### config.mk
export PLATFORM = sky130hd
export DESIGN_NAME = iopmp_ahb_cfg_slave_flat
export DESIGN_NICKNAME = d
export VERILOG_FILES = /design/src/rtl/iopmp_ahb_cfg_slave_pkg.sv /design/src/rtl/iopmp_ahb_cfg_slave_if.sv /design/src/rtl/iopmp_ahb_cfg_slave_fifo.sv /design/src/rtl/iopmp_ahb_cfg_slave.sv /design/src/flat_wrapper.sv
export SDC_FILE = /design/constraint.sdc
export NUM_CORES = 1
export LEC_CHECK = 0
export CORE_ASPECT_RATIO = 0.8
export CORE_MARGIN = 2
export CORE_UTILIZATION = 30
export DETAILED_ROUTE_END_ITERATION = 16
export RECOVER_POWER = 50
export SYNTH_ARGS = -nofsm -noshare
export SYNTH_HDL_FRONTEND = slang
export SYNTH_SLANG_ARGS = --single-unit
### constraint.sdc
create_clock -name clk -period 9.2 [get_ports clk]
set_input_delay 0.92 -clock clk [delete_from_list [all_inputs] [get_ports clk]]
set_output_delay 0.92 -clock clk [all_outputs]
set_load 0.01 [all_outputs]
### src/rtl/iopmp_ahb_cfg_slave_pkg.sv
// iopmp_ahb_cfg_slave_pkg: register map, AHB encodings, FSM states and exception record type
package iopmp_ahb_cfg_slave_pkg;
    localparam logic [31:0] IOPMP_WRITE_ADDR = 32'h1000_0000;
    localparam logic [31:0] IOPMP_EXP_ADDR = 32'h1000_0004;
    localparam logic [1:0] HTRANS_IDLE = 2'b00;
    localparam logic [1:0] HTRANS_BUSY = 2'b01;
    localparam logic [1:0] HTRANS_NONSEQ = 2'b10;
    localparam logic [1:0] HTRANS_SEQ = 2'b11;
    localparam logic [1:0] HRESP_OKAY = 2'b00;
    localparam logic [1:0] HRESP_ERROR = 2'b01;
    localparam logic [2:0] HSIZE_WORD = 3'b010;
    typedef enum logic [2:0] {IDLE, DATA, WAIT_FULL, ERR1, ERR2} slv_state_e;
    typedef struct packed {
        logic valid;
        logic overflow;
        logic [29:0] info;
    } exc_rec_t;
endpackage

### src/rtl/iopmp_ahb_cfg_slave_if.sv
// iopmp_ahb_cfg_slave_if: AHB-lite slave port of the slave-9 router branch
interface iopmp_ahb_cfg_slave_if;
    logic [3:0] hprot;
    logic [2:0] hsize;
    logic [1:0] htrans;
    logic [31:0] hwdata;
    logic hwrite;
    logic [31:0] haddr;
    logic [31:0] hrdata;
    logic hready;
    logic [1:0] hresp;
    modport master (output hprot, hsize, htrans, hwdata, hwrite, haddr, input hrdata, hready, hresp);
    modport slave (input hprot, hsize, htrans, hwdata, hwrite, haddr, output hrdata, hready, hresp);
endinterface

### src/rtl/iopmp_ahb_cfg_slave_fifo.sv
// iopmp_ahb_cfg_slave_fifo: first-word-fall-through config FIFO with wrap-bit pointers
module iopmp_ahb_cfg_slave_fifo #(
    parameter int DEPTH = 4,
    parameter int W = 32
) (
    input logic clk,
    input logic reset,
    input logic push,
    input logic pop,
    input logic [W-1:0] din,
    output logic [W-1:0] dout,
    output logic full,
    output logic empty
);
    localparam int AW = $clog2(DEPTH);
    logic [AW:0] wp, rp;
    logic [W-1:0] mem [DEPTH];
    always_ff @(posedge clk or posedge reset) begin
        if (reset) begin
            wp <= '0;
            rp <= '0;
        end else begin
            wp <= wp + (AW+1)'(push);
            rp <= rp + (AW+1)'(pop);
        end
    end
    always_ff @(posedge clk) begin
        if (push) mem[wp[AW-1:0]] <= din;
    end
    assign dout = mem[rp[AW-1:0]];
    assign empty = wp == rp;
    assign full = (wp[AW] != rp[AW]) && (wp[AW-1:0] == rp[AW-1:0]);
endmodule

### src/rtl/iopmp_ahb_cfg_slave.sv
// iopmp_ahb_cfg_slave: AHB-lite config slave feeding the IOPMP config FIFO and exposing the exception record
module iopmp_ahb_cfg_slave
    import iopmp_ahb_cfg_slave_pkg::*;
#(
    parameter int CFG_DEPTH = 4
) (
    input logic clk,
    input logic reset,
    iopmp_ahb_cfg_slave_if.slave ahb,
    output logic cfg_valid_o,
    output logic [31:0] cfg_data_o,
    input logic cfg_ready_i,
    input logic exc_valid_i,
    input logic [29:0] exc_info_i,
    output logic exc_irq_o
);
    slv_state_e state, state_n;
    exc_rec_t rec;
    logic a_write, full, empty, push, pop, push_ok, addr_ph, legal, wr_phase, rd_clr;
    logic unused_ok;
    assign unused_ok = ^ahb.hprot;
    assign pop = !empty && cfg_ready_i;
    assign push_ok = !full || pop;
    assign wr_phase = (state == DATA || state == WAIT_FULL) && a_write;
    assign push = wr_phase && push_ok;
    assign rd_clr = state == DATA && !a_write;
    assign addr_ph = ahb.hready && ahb.htrans[1];
    assign legal = ahb.hsize == HSIZE_WORD &&
                   (ahb.hwrite ? ahb.haddr == IOPMP_WRITE_ADDR : ahb.haddr == IOPMP_EXP_ADDR);
    assign ahb.hready = state == ERR1 ? 1'b0 : wr_phase ? push_ok : 1'b1;
    assign ahb.hresp = (state == ERR1 || state == ERR2) ? HRESP_ERROR : HRESP_OKAY;
    assign ahb.hrdata = rd_clr ? rec : '0;
    assign cfg_valid_o = !empty;
    assign exc_irq_o = rec.valid;
    // a stalled write is the only way hready drops outside ERR1
    always_comb begin
        state_n = state == ERR1 ? ERR2 : !ahb.hready ? WAIT_FULL : !addr_ph ? IDLE : legal ? DATA : ERR1;
    end
    always_ff @(posedge clk or posedge reset) begin
        if (reset) begin
            state <= IDLE;
            a_write <= 1'b0;
        end else begin
            state <= state_n;
            if (addr_ph) a_write <= ahb.hwrite;
        end
    end
    // a read-clear and a new violation in the same cycle start a fresh record
    always_ff @(posedge clk or posedge reset) begin
        if (reset) rec <= '0;
        else if (rd_clr) rec <= '{valid: exc_valid_i, overflow: 1'b0, info: exc_valid_i ? exc_info_i : 30'd0};
        else if (exc_valid_i) rec <= rec.valid ? '{valid: 1'b1, overflow: 1'b1, info: rec.info}
                                               : '{valid: 1'b1, overflow: 1'b0, info: exc_info_i};
    end
    iopmp_ahb_cfg_slave_fifo #(.DEPTH(CFG_DEPTH), .W(32)) u_fifo (
        .clk(clk),
        .reset(reset),
        .push(push),
        .pop(pop),
        .din(ahb.hwdata),
        .dout(cfg_data_o),
        .full(full),
        .empty(empty)
    );
endmodule
### src/flat_wrapper.sv
// flat-port wrapper written by rule: the top's interface ports become plain ports
module iopmp_ahb_cfg_slave_flat import iopmp_ahb_cfg_slave_pkg::*;
#(
    parameter int CFG_DEPTH = 4
)
  (clk, reset, cfg_valid_o, cfg_data_o, cfg_ready_i, exc_valid_i, exc_info_i, exc_irq_o, ahb_hprot, ahb_hsize, ahb_htrans, ahb_hwdata, ahb_hwrite, ahb_haddr, ahb_hrdata, ahb_hready, ahb_hresp);
  iopmp_ahb_cfg_slave_if ahb_i ();
  input logic clk;
  input logic reset;
  output logic cfg_valid_o;
  output logic [31:0] cfg_data_o;
  input logic cfg_ready_i;
  input logic exc_valid_i;
  input logic [29:0] exc_info_i;
  output logic exc_irq_o;
  input wire logic [$bits(ahb_i.hprot)-1:0] ahb_hprot;
  input wire logic [$bits(ahb_i.hsize)-1:0] ahb_hsize;
  input wire logic [$bits(ahb_i.htrans)-1:0] ahb_htrans;
  input wire logic [$bits(ahb_i.hwdata)-1:0] ahb_hwdata;
  input wire logic [$bits(ahb_i.hwrite)-1:0] ahb_hwrite;
  input wire logic [$bits(ahb_i.haddr)-1:0] ahb_haddr;
  output wire logic [$bits(ahb_i.hrdata)-1:0] ahb_hrdata;
  output wire logic [$bits(ahb_i.hready)-1:0] ahb_hready;
  output wire logic [$bits(ahb_i.hresp)-1:0] ahb_hresp;
  assign ahb_i.hprot = ahb_hprot;
  assign ahb_i.hsize = ahb_hsize;
  assign ahb_i.htrans = ahb_htrans;
  assign ahb_i.hwdata = ahb_hwdata;
  assign ahb_i.hwrite = ahb_hwrite;
  assign ahb_i.haddr = ahb_haddr;
  assign ahb_hrdata = ahb_i.hrdata;
  assign ahb_hready = ahb_i.hready;
  assign ahb_hresp = ahb_i.hresp;
  iopmp_ahb_cfg_slave #(.CFG_DEPTH(CFG_DEPTH)) u_core (.clk(clk), .reset(reset), .ahb(ahb_i), .cfg_valid_o(cfg_valid_o), .cfg_data_o(cfg_data_o), .cfg_ready_i(cfg_ready_i), .exc_valid_i(exc_valid_i), .exc_info_i(exc_info_i), .exc_irq_o(exc_irq_o));
endmodule
==> impl_metrics.py, run 1 <==
metrics = {
    "run_status": {
        "violations": "capacitance limit, slew limit",
        "status": "finished, violations left",
    },
    "setup_path": {
        "crit_arrival_ns": 3.53,
        "cp.depth": 4,
        "rr_endpoint": "u_core.u_fifo.mem[3][20]",
        "start_kind": "register",
        "crit_path_cell_trace": "xor2_1, nor4_1, a21oi_1, clkdlybuf4s50_1",
        "end_kind": "output port",
        "crit_start": "u_core.u_fifo.rp[1]",
        "cp_max_fo": 34,
        "worstSetupEndpoint": "ahb_hready",
        "cp_top_family": "flip-flops",
        "r2r_start": "u_core.u_fifo.rp[1]",
        "cp.required_ns": 8.28,
        "slowest_delay_ns": 1.48,
        "worstRegToRegCells": 5,
        "worstSetupPathType": "register to output port",
        "rrSetupSlack_ns": 5.49,
        "critPathBufInv": 1,
        "critPathSlowestCell": "dfrtp_1",
    },
    "routing": {
        "dr.pass1.iters": 4,
        "num_vias": 3723,
        "antenna_left": 0,
        "drt_iter0_markers": 172,
        "wl_per_cell_um": 17.6,
        "drc": 0,
        "viasPerCell": 4.64,
        "routed_wl_um": 14100,
    },
    "pwr": {
        "leakagePower_nw": 3.21,
        "peakVddDrop_v": 0.000112,
        "power_mw": 2.51,
        "p_per_area_nw_per_um2": 274,
    },
    "clocking": {
        "clkLatencyLatePin_ns": 0.42,
        "post_cts_resized": 0,
        "cts_buffers": 17,
        "cts_max_level": 4,
        "ctsHoldBuffers": 0,
        "cts_tree": "yes",
        "cts_sinks": 170,
        "path_clk_slew_ns": 0.07,
        "postCtsSetupBuffers": 0,
        "clk_path_buf_depth": 2,
        "cts_root_buf": "clkbuf_16",
    },
    "floorplan": {
        "design.die.area_um2": 23100,
        "die_w_um": 169,
        "core_um2": 21600,
        "ios": 177,
        "start_util_pct": 30.5,
        "rows": 48,
        "die_h_um": 136,
    },
    "global_routing": {
        "antenna_found_initial": 2,
        "grt_pass1_vias": 4025,
        "grt_pass1_wl_um": 21700,
        "grt_max_degree": 43,
        "overflow": 0,
        "grt_use_total_pct": 12.7,
    },
    "placement": {
        "port_buffers": 170,
        "routabilityCongestion": 0.733,
        "placedCellCount": 768,
        "hpwl_um": 8980,
    },
    "synth": {
        "yosysWarnings": 0,
        "synth_edf_count": 128,
        "synth.avg_cell_area_um2": 19.6,
        "synthTopCellsByArea": "edfxtp_1 (58%), dfrtp_1 (16%), mux4_2 (11%)",
        "syn_inst": 335,
        "synth_largest_area_cell": "edfxtp_1",
        "syn_area_um2": 6570,
        "yosysTopAreaCellShare_pct": 58.5,
        "synth.ff_latch_count": 170,
        "ys_types": 38,
        "seq_area_frac_synth_pct": 74.5,
        "syn_nets": 447,
        "async_flop_share_pct": 24.7,
        "synthFlopType": "edfxtp_1",
    },
    "timing": {
        "rsz0062_at_grt": "no",
        "period_needed_ns": 4.45,
        "skew_ns": 0.00920,
        "timing.fmax_mhz": 225,
        "hold_violations": 0,
        "tightest_slew_ns": 2.26,
        "fin_tns_setup_ns": 0,
        "slew_viol_final": 78,
        "finalSetupViolations": 0,
        "final.period_utilization_pct": 48.4,
        "slew_headroom_pct": -50.7,
    },
    "cells_and_area": {
        "fin_cells": 802,
        "finalNetCount": 624,
        "drive_gt1_share_pct": 14.9,
        "syn2layout_area_growth_pct": 39.6,
    },
    "job": {
        "maxCapViolCount": 2,
    },
    "min_path": {
        "hold_path_class": "register to register",
    },
}
power breakdown:
group,internal (mW),switching [mW],total [mW]
Combinational,0.421,0.284,0.705
Sequential,0.983,0.110,1.09
Clock,0.389,0.324,0.713
Total,1.79,0.719,2.51
cells by family after synthesis:
| family | synth area share, % |
|---|---|
| xor gates and xnor gates | 0.933 |
| AOI/OAI and AO/OA | 4.80 |
| buffers and inverters | 1.62 |
| DFF | 74.5 |
| and+or+nand+nor | 6.02 |
| other | 0.0571 |
| adders and majority gates | 0.762 |
| muxes | 11.3 |
layer usage:
layer	global-route usage, %	vias up	routed length, µm
met3	4.57	16	877
met2	20.6	120	6920
met5	0	-	0
li1	-	1699	-
met1	15.6	1888	6110
met4	4.61	0	177
cell usage in the layout, fill, tap and decap left out, drive strengths merged, types with 2 or more instances in the layout:
master         synthesis  final
a21oi                  3      3
a22o                  30     30
nor3                   2      2
edfxtp               128    128
clkdlybuf4s50          0    136
diode                  0      2
ha                     4      4
nor4                   8      8
o21ai                  2      2
nand2                  2      2
nand2b                 3      3
xor2                   5      5
xnor2                  2      2
inv                    4     13
mux4                  32     32
clkinv                 0      4
clkbuf                 6     19
dfrtp                 42     42
nand4                  2      2
and2                  32     32
nor2                   2      2
dlygate4sd3            0     34
nor4b                  2      2
buf                   12      4
nor3b                  3      3
metrics by stage:
stage                     cell area, µm²  hold WS [ns]  util [%]  setup slack [ns]
after detailed placement            8590         0.483      39.9              5.83
after global placement              8590         0.476      39.9              5.82
final                               9170         0.497      42.5              4.75
after global routing                9170         0.516      42.5              4.41
after floorplan                     6570         0.462         -              5.14
after CTS                           9190         0.503      42.6              5.45
flip-flops by register name (all words and copies together), names as in the netlist:
signal and cells:
u_core.u_fifo.rp 3, u_core.state 3, u_core.rec 31, u_core.a_write 1
u_core.u_fifo.mem 128, u_core.u_fifo.wp 3, u_core.exc_irq_o 1
worst min path at each step:
stage | startpoint | endpoint | slack (ns) | cells after the start
2_1_floorplan | u_core.u_fifo.wp[2] | u_core.u_fifo.wp[2] | 0.46 | 1
3_3_place_gp | u_core.u_fifo.rp[2] | u_core.u_fifo.rp[2] | 0.48 | 1
3_5_place_dp | u_core.rec[7] | u_core.rec[7] | 0.48 | 1
4_1_cts | u_core.rec[7] | u_core.rec[7] | 0.50 | 1
5_1_grt | u_core.rec[7] | u_core.rec[7] | 0.52 | 1
6_report | u_core.u_fifo.rp[2] | u_core.u_fifo.rp[2] | 0.50 | 1
cell usage after synthesis, types with 2 or more instances:
| cell | number |
|---|---|
| nand4_1 | 2 |
| nor4b_1 | 2 |
| a21oi_1 | 2 |
| nor4_1 | 7 |
| inv_1 | 3 |
| a22o_1 | 30 |
| xor2_1 | 5 |
| ha_1 | 4 |
| nor2_1 | 2 |
| edfxtp_1 | 128 |
| o21ai_0 | 2 |
| dfrtp_1 | 42 |
| mux4_2 | 32 |
| nand2b_1 | 2 |
| and2_1 | 32 |
| clkbuf_1 | 6 |
| xnor2_1 | 2 |
| nand2_1 | 2 |
| buf_2 | 10 |
| nor3b_1 | 2 |
layout make-up:
| cell class | instances | area, µm² |
|---|---|---|
| antenna | 2 | 5.00 |
| clock inverter | 15 | 173 |
| inverter | 4 | 15.0 |
| clock buffer | 17 | 425 |
| sequential | 170 | 4900 |
| fill | 1895 | 12400 |
| tap | 275 | 344 |
| timing repair buffer | 176 | 1740 |
| multi-input combinational | 143 | 1580 |
No activity file was read; power rests on OpenSTA's default activity.
==> run 2, diff against run 1 <==
==> constraint.sdc (replaced) <==
create_clock -name clk -period 3.7 [get_ports clk]
set_input_delay 0.37 -clock clk [delete_from_list [all_inputs] [get_ports clk]]
set_output_delay 0.37 -clock clk [all_outputs]
set_load 0.01 [all_outputs]
==> run 2 against run 1 <==
Compared with the run above: the run now ends clean; clock power increased to 2.5 times the previous value; non-clock buffer count increased by 1; flip-flop and latch count unchanged; global-route usage grew 0.30 points; worst setup slack got worse by 4.0 ns; total power grew to 2.5 times the previous value; first-iteration DRC count down 17%; clock-buffer cell count is the same; sequential power increased by 140%; critical endpoint is now u_core.u_fifo.mem[0][3]; largest power group unchanged; highest routed layer unchanged.
==> impl_metrics.py, run 2 (synthesized netlist as in run 1, its figures left out) <==
metrics = {
    "run_status": {
        "status": "complete, no violations",
    },
    "global_routing": {
        "grt_pass1_wl_um": 22300,
        "overflow": 0,
        "antenna_found_initial": 0,
        "grt_max_degree": 36,
        "grt_use_total_pct": 13.0,
        "grt_pass1_vias": 4061,
    },
    "setup_path": {
        "worstSetupPathType": "register to register",
        "worstRegToRegCells": 5,
        "cp_max_fo": 32,
        "end_kind": "register",
        "start_kind": "register",
        "crit_arrival_ns": 2.88,
        "cp.required_ns": 3.65,
    },
    "placement": {
        "routabilityCongestion": 0.770,
        "hpwl_um": 9260,
        "placedCellCount": 769,
        "port_buffers": 170,
    },
    "floorplan": {
        "die_h_um": 136,
        "ios": 177,
        "die_w_um": 169,
        "rows": 48,
        "design.die.area_um2": 23100,
        "start_util_pct": 30.5,
        "core_um2": 21600,
    },
    "cells_and_area": {
        "drive_gt1_share_pct": 15.0,
        "n_fill_cell": 1902,
        "fin_cells": 801,
        "finalNetCount": 625,
        "final_cell_mix": "clkdlybuf4s50_1 (135), edfxtp_1 (128), dfrtp_1 (40)",
        "syn2layout_area_growth_pct": 40.2,
        "post-route-util_pct": 42.7,
        "mostFrequentLayoutCell": "clkdlybuf4s50_1",
        "largest_reg_flops": 128,
        "antenna_cells": 0,
    },
    "timing": {
        "period_needed_ns": 2.93,
        "tightest_slew_ns": 1.12,
        "final.period_utilization_pct": 79.2,
        "hold_violations": 0,
        "rsz0062_at_grt": "no",
        "timing.fmax_mhz": 341,
        "skew_ns": 0.0111,
        "fin_tns_setup_ns": 0,
        "finalSetupViolations": 0,
        "timing.hold.ws_ns": 0.494,
        "slew_headroom_pct": 25.3,
        "slew_viol_final": 0,
    },
    "pwr": {
        "p_per_area_nw_per_um2": 682,
        "seq_power_share_pct": 41.5,
        "peakVddDrop_v": 0.000399,
        "intPower_mw": 4.42,
        "combinationalPowerShare_pct": 30.1,
        "swShare_pct": 29.7,
        "power.share.clock_pct": 28.4,
        "netSwitchingPower_mw": 1.87,
        "leakagePower_nw": 3.24,
    },
    "clocking": {
        "clk_path_buf_depth": 2,
        "cts_max_level": 4,
        "post_cts_resized": 0,
        "cts_root_buf": "clkbuf_16",
        "clkLatencyLatePin_ns": 0.43,
        "cts_buffers": 17,
        "cts_sinks": 170,
        "path_clk_slew_ns": 0.07,
        "cts_tree": "yes",
        "postCtsSetupBuffers": 0,
        "ctsHoldBuffers": 0,
    },
    "min_path": {
        "hold_path_class": "register to register",
        "hold_depth": 1,
    },
    "routing": {
        "num_vias": 3765,
        "wl_per_cell_um": 17.9,
        "drt_iter0_markers": 142,
        "viasPerCell": 4.70,
        "drc": 0,
        "routed_wl_um": 14300,
        "dr.pass1.iters": 4,
        "antenna_left": 0,
    },
    "job": {
        "maxCapViolCount": 0,
    },
}
## run 2: critical path, stage by stage, from the launching register on
cell	delay, ns
dfrtp_1	0.49
xor2_1	0.20
nor4_1	0.68
nand2b_1	0.42
nor3_4	0.04
clkbuf_2	0.60
## run 2: power by group through the flow
stage / Clock (mW) / Sequential (mW) / Combinational [mW]
final: 1.79 / 2.61 / 1.89
after global routing: 1.92 / 2.64 / 2.05
after CTS: 1.84 / 2.61 / 1.99
after detailed placement: 0 / 2.65 / 1.98
after global placement: 0 / 2.62 / 1.94
after floorplan: 0 / 2.59 / 1.11
## run 2: layout make-up
cell class,count,area (µm²),share of cell area [%]
repair buffers,177,1760,19.1
well taps,275,344,3.73
clock inverters,15,183,1.98
clock buffers,17,425,4.62
multi-input cells,143,1590,17.3
inverters,4,15.0,0.163
flip-flops and latches,170,4900,53.1
## run 2: per-layer routing
metal | up-vias | track usage, % | wire length, µm
met5 | - | 0 | 0
met4 | 0 | 3.99 | 133
met3 | 12 | 3.90 | 730
met2 | 117 | 21.9 | 7240
met1 | 1939 | 16.1 | 6210
li1 | 1697 | - | -
## run 2: metrics by stage
step                cell area [µm²]  power [mW]  setup slack (ns)
floorplan                      6590        3.70             0.839
global placement               8630        4.57              1.06
detailed placement             8630        4.63              1.04
CTS                            9240        6.44             0.729
global route                   9220        6.61             0.545
finish                         9220        6.29             0.769
## run 2: final timing paths
path | from | to | slack (ns)
min in group asynchronous | reset | u_core.rec[12] | 0.57
min | u_core.u_fifo.rp[2] | u_core.u_fifo.rp[2] | 0.49
min reg2reg | u_core.u_fifo.rp[2] | u_core.u_fifo.rp[2] | 0.49
max reg2reg | u_core.u_fifo.wp[1] | u_core.u_fifo.mem[0][3] | 0.77
max | u_core.u_fifo.wp[1] | u_core.u_fifo.mem[0][3] | 0.77
max in group asynchronous | reset | u_core.state[1] | 1.62
==> run 3, diff against run 2 <==
==> constraint.sdc (replaced) <==
create_clock -name clk -period 3 [get_ports clk]
set_input_delay 0.3 -clock clk [delete_from_list [all_inputs] [get_ports clk]]
set_output_delay 0.3 -clock clk [all_outputs]
set_load 0.01 [all_outputs]
==> run 3 against run 2 <==
Compared with the run above: clock-buffer cell count is 1 higher; die area stayed put; core utilization hardly changed; sequential power is 23% higher; final cell count is 0.50% higher; total power is 23% higher; critical endpoint is now cfg_data_o[1]; register-to-register slack worse by 0.48 ns; sequential share of layout area hardly changed.
==> impl_metrics.py, run 3 (synthesized netlist as in run 1, its figures left out) <==
metrics = {
    "global_routing": {
        "grt_use_total_pct": 12.9,
        "grt_max_degree": 43,
        "grt_pass1_wl_um": 22400,
        "antenna_found_initial": 2,
        "overflow": 0,
        "grt_pass1_vias": 4203,
    },
    "cells_and_area": {
        "syn2layout_area_growth_pct": 40.3,
        "mostFrequentLayoutCell": "clkdlybuf4s50_1",
        "design_area_um2": 9220,
        "n_fill_cell": 1937,
        "fin_cells": 805,
        "final_cell_mix": "clkdlybuf4s50_1 (136), edfxtp_1 (128), dfrtp_1 (40)",
        "finalNetCount": 627,
        "drive_gt1_share_pct": 15.0,
        "seqCellArea_um2": 4900,
        "multi_input_area_um2": 1580,
        "largest_reg_flops": 128,
    },
    "setup_path": {
        "cp.required_ns": 2.70,
        "crit_arrival_ns": 2.50,
        "rr_endpoint": "u_core.u_fifo.mem[3][3]",
        "slowest_delay_ns": 0.63,
        "worstRegToRegCells": 5,
        "crit_start": "u_core.u_fifo.rp[0]",
        "r2r_start": "u_core.u_fifo.wp[1]",
        "start_kind": "register",
        "crit_path_cell_trace": "buf_4, mux4_2, clkdlybuf4s50_1",
        "worstSetupPathType": "register to output port",
        "rrSetupSlack_ns": 0.29,
        "worstSetupEndpoint": "cfg_data_o[1]",
        "cp_max_fo": 33,
        "critPathSlowestCell": "mux4_2",
        "end_kind": "output port",
    },
    "timing": {
        "final.period_utilization_pct": 93.4,
        "timing.hold.ws_ns": 0.485,
        "slew_headroom_pct": 27.2,
        "fin_tns_setup_ns": 0,
        "rsz0062_at_grt": "no",
        "worst_slack_ns": 0.198,
        "skew_ns": 0.00959,
        "slew_viol_final": 0,
        "tightest_slew_ns": 1.09,
        "hold_violations": 0,
        "finalSetupViolations": 0,
        "period_needed_ns": 2.80,
        "timing.fmax_mhz": 357,
    },
    "placement": {
        "dp_slack_ns": 0.477,
        "placed_area_um2": 8660,
        "placedCellCount": 771,
        "routabilityCongestion": 0.752,
        "port_buffers": 170,
        "hpwl_um": 9080,
    },
    "routing": {
        "drt_iter0_markers": 207,
        "dr.pass1.iters": 6,
        "drc": 0,
        "routed_wl_um": 14200,
        "antenna_left": 0,
        "num_vias": 3771,
        "wl_per_cell_um": 17.7,
        "viasPerCell": 4.68,
    },
    "min_path": {
        "hold_path_class": "input port to register",
        "hold_depth": 2,
        "hp-start": "exc_info_i[22]",
    },
    "floorplan": {
        "die_h_um": 136,
        "rows": 48,
        "design.die.area_um2": 23100,
        "core_um2": 21600,
        "start_util_pct": 30.5,
        "ios": 177,
        "die_w_um": 169,
    },
    "clocking": {
        "post_cts_resized": 0,
        "clk_path_buf_depth": 2,
        "cts_root_buf": "clkbuf_16",
        "cts_sinks": 170,
        "path_clk_slew_ns": 0.07,
        "cts_buffers": 17,
        "clkLatencyLatePin_ns": 0.41,
        "ctsHoldBuffers": 0,
        "cts_tree": "yes",
        "postCtsSetupBuffers": 0,
        "cts_max_level": 4,
    },
    "run_status": {
        "status": "complete, no violations",
    },
    "pwr": {
        "swShare_pct": 28.1,
        "peakVddDrop_v": 0.000372,
        "leakagePower_nw": 3.24,
        "netSwitchingPower_mw": 2.18,
        "intPower_mw": 5.58,
        "combinationalPowerShare_pct": 30.3,
        "p_per_area_nw_per_um2": 841,
        "power.share.clock_pct": 28.2,
        "seq_power_share_pct": 41.5,
    },
    "job": {
        "maxCapViolCount": 0,
    },
}
-- run 3: cell count changes in the layout (fill, tap and decap cells not counted), moves of 2 or more --
cell	change
clkinv_8	-4
inv_6	+3
bufinv_16	+2
diode_2	+2
inv_12	-2
inv_8	-2
-- run 3: worst min-delay path by stage --
stage | endpoint | slack, ns
3_3_place_gp | u_core.u_fifo.rp[2] | 0.48
6_report | u_core.rec[22] | 0.48
2_1_floorplan | u_core.u_fifo.mem[0][0] | 0.40
4_1_cts | u_core.rec[12] | 0.34
5_1_grt | u_core.rec[22] | 0.47
3_5_place_dp | u_core.u_fifo.rp[2] | 0.48
-- run 3: metal layers --
metal  global-route usage, %  share of wire, %  up-vias
met3                    4.10               5.2       11
met4                    3.66              0.86        0
met2                    21.8                51      121
met1                    15.9                43     1940
li1                        -                 -     1699
met5                       0                 0        -
-- run 3: through the flow --
| step | utilization, % | total power [mW] |
|---|---|---|
| floorplan | - | 4.57 |
| global placement | 40.2 | 5.66 |
| detailed placement | 40.2 | 5.72 |
| CTS | 42.9 | 7.94 |
| global route | 42.8 | 8.14 |
| finish | 42.8 | 7.75 |
-- run 3: worst max-delay path: cells and delay by family, from the launching register on --
kind	cells	cell delay [ns]
buffers and inverters	2	1.07
flip-flops	1	0.37
multiplexers	1	0.63
-- run 3: power by group through the flow --
stage / clock, mW / combinational (mW) / sequential, mW
2_1_floorplan: 0 / 1.37 / 3.20
4_1_cts: 2.25 / 2.46 / 3.22
5_1_grt: 2.33 / 2.54 / 3.27
3_3_place_gp: 0 / 2.42 / 3.24
3_5_place_dp: 0 / 2.45 / 3.27
6_report: 2.18 / 2.35 / 3.22
-- run 3: final cells by class --
class | count | area share (%)
antenna | 2 | 0.0543
sequential | 170 | 53.1
timing repair buffer | 179 | 19.4
multi-input combinational | 143 | 17.2
inverter | 4 | 0.163
clock buffer | 18 | 4.66
clock inverter | 14 | 1.70
tap | 275 | 3.73
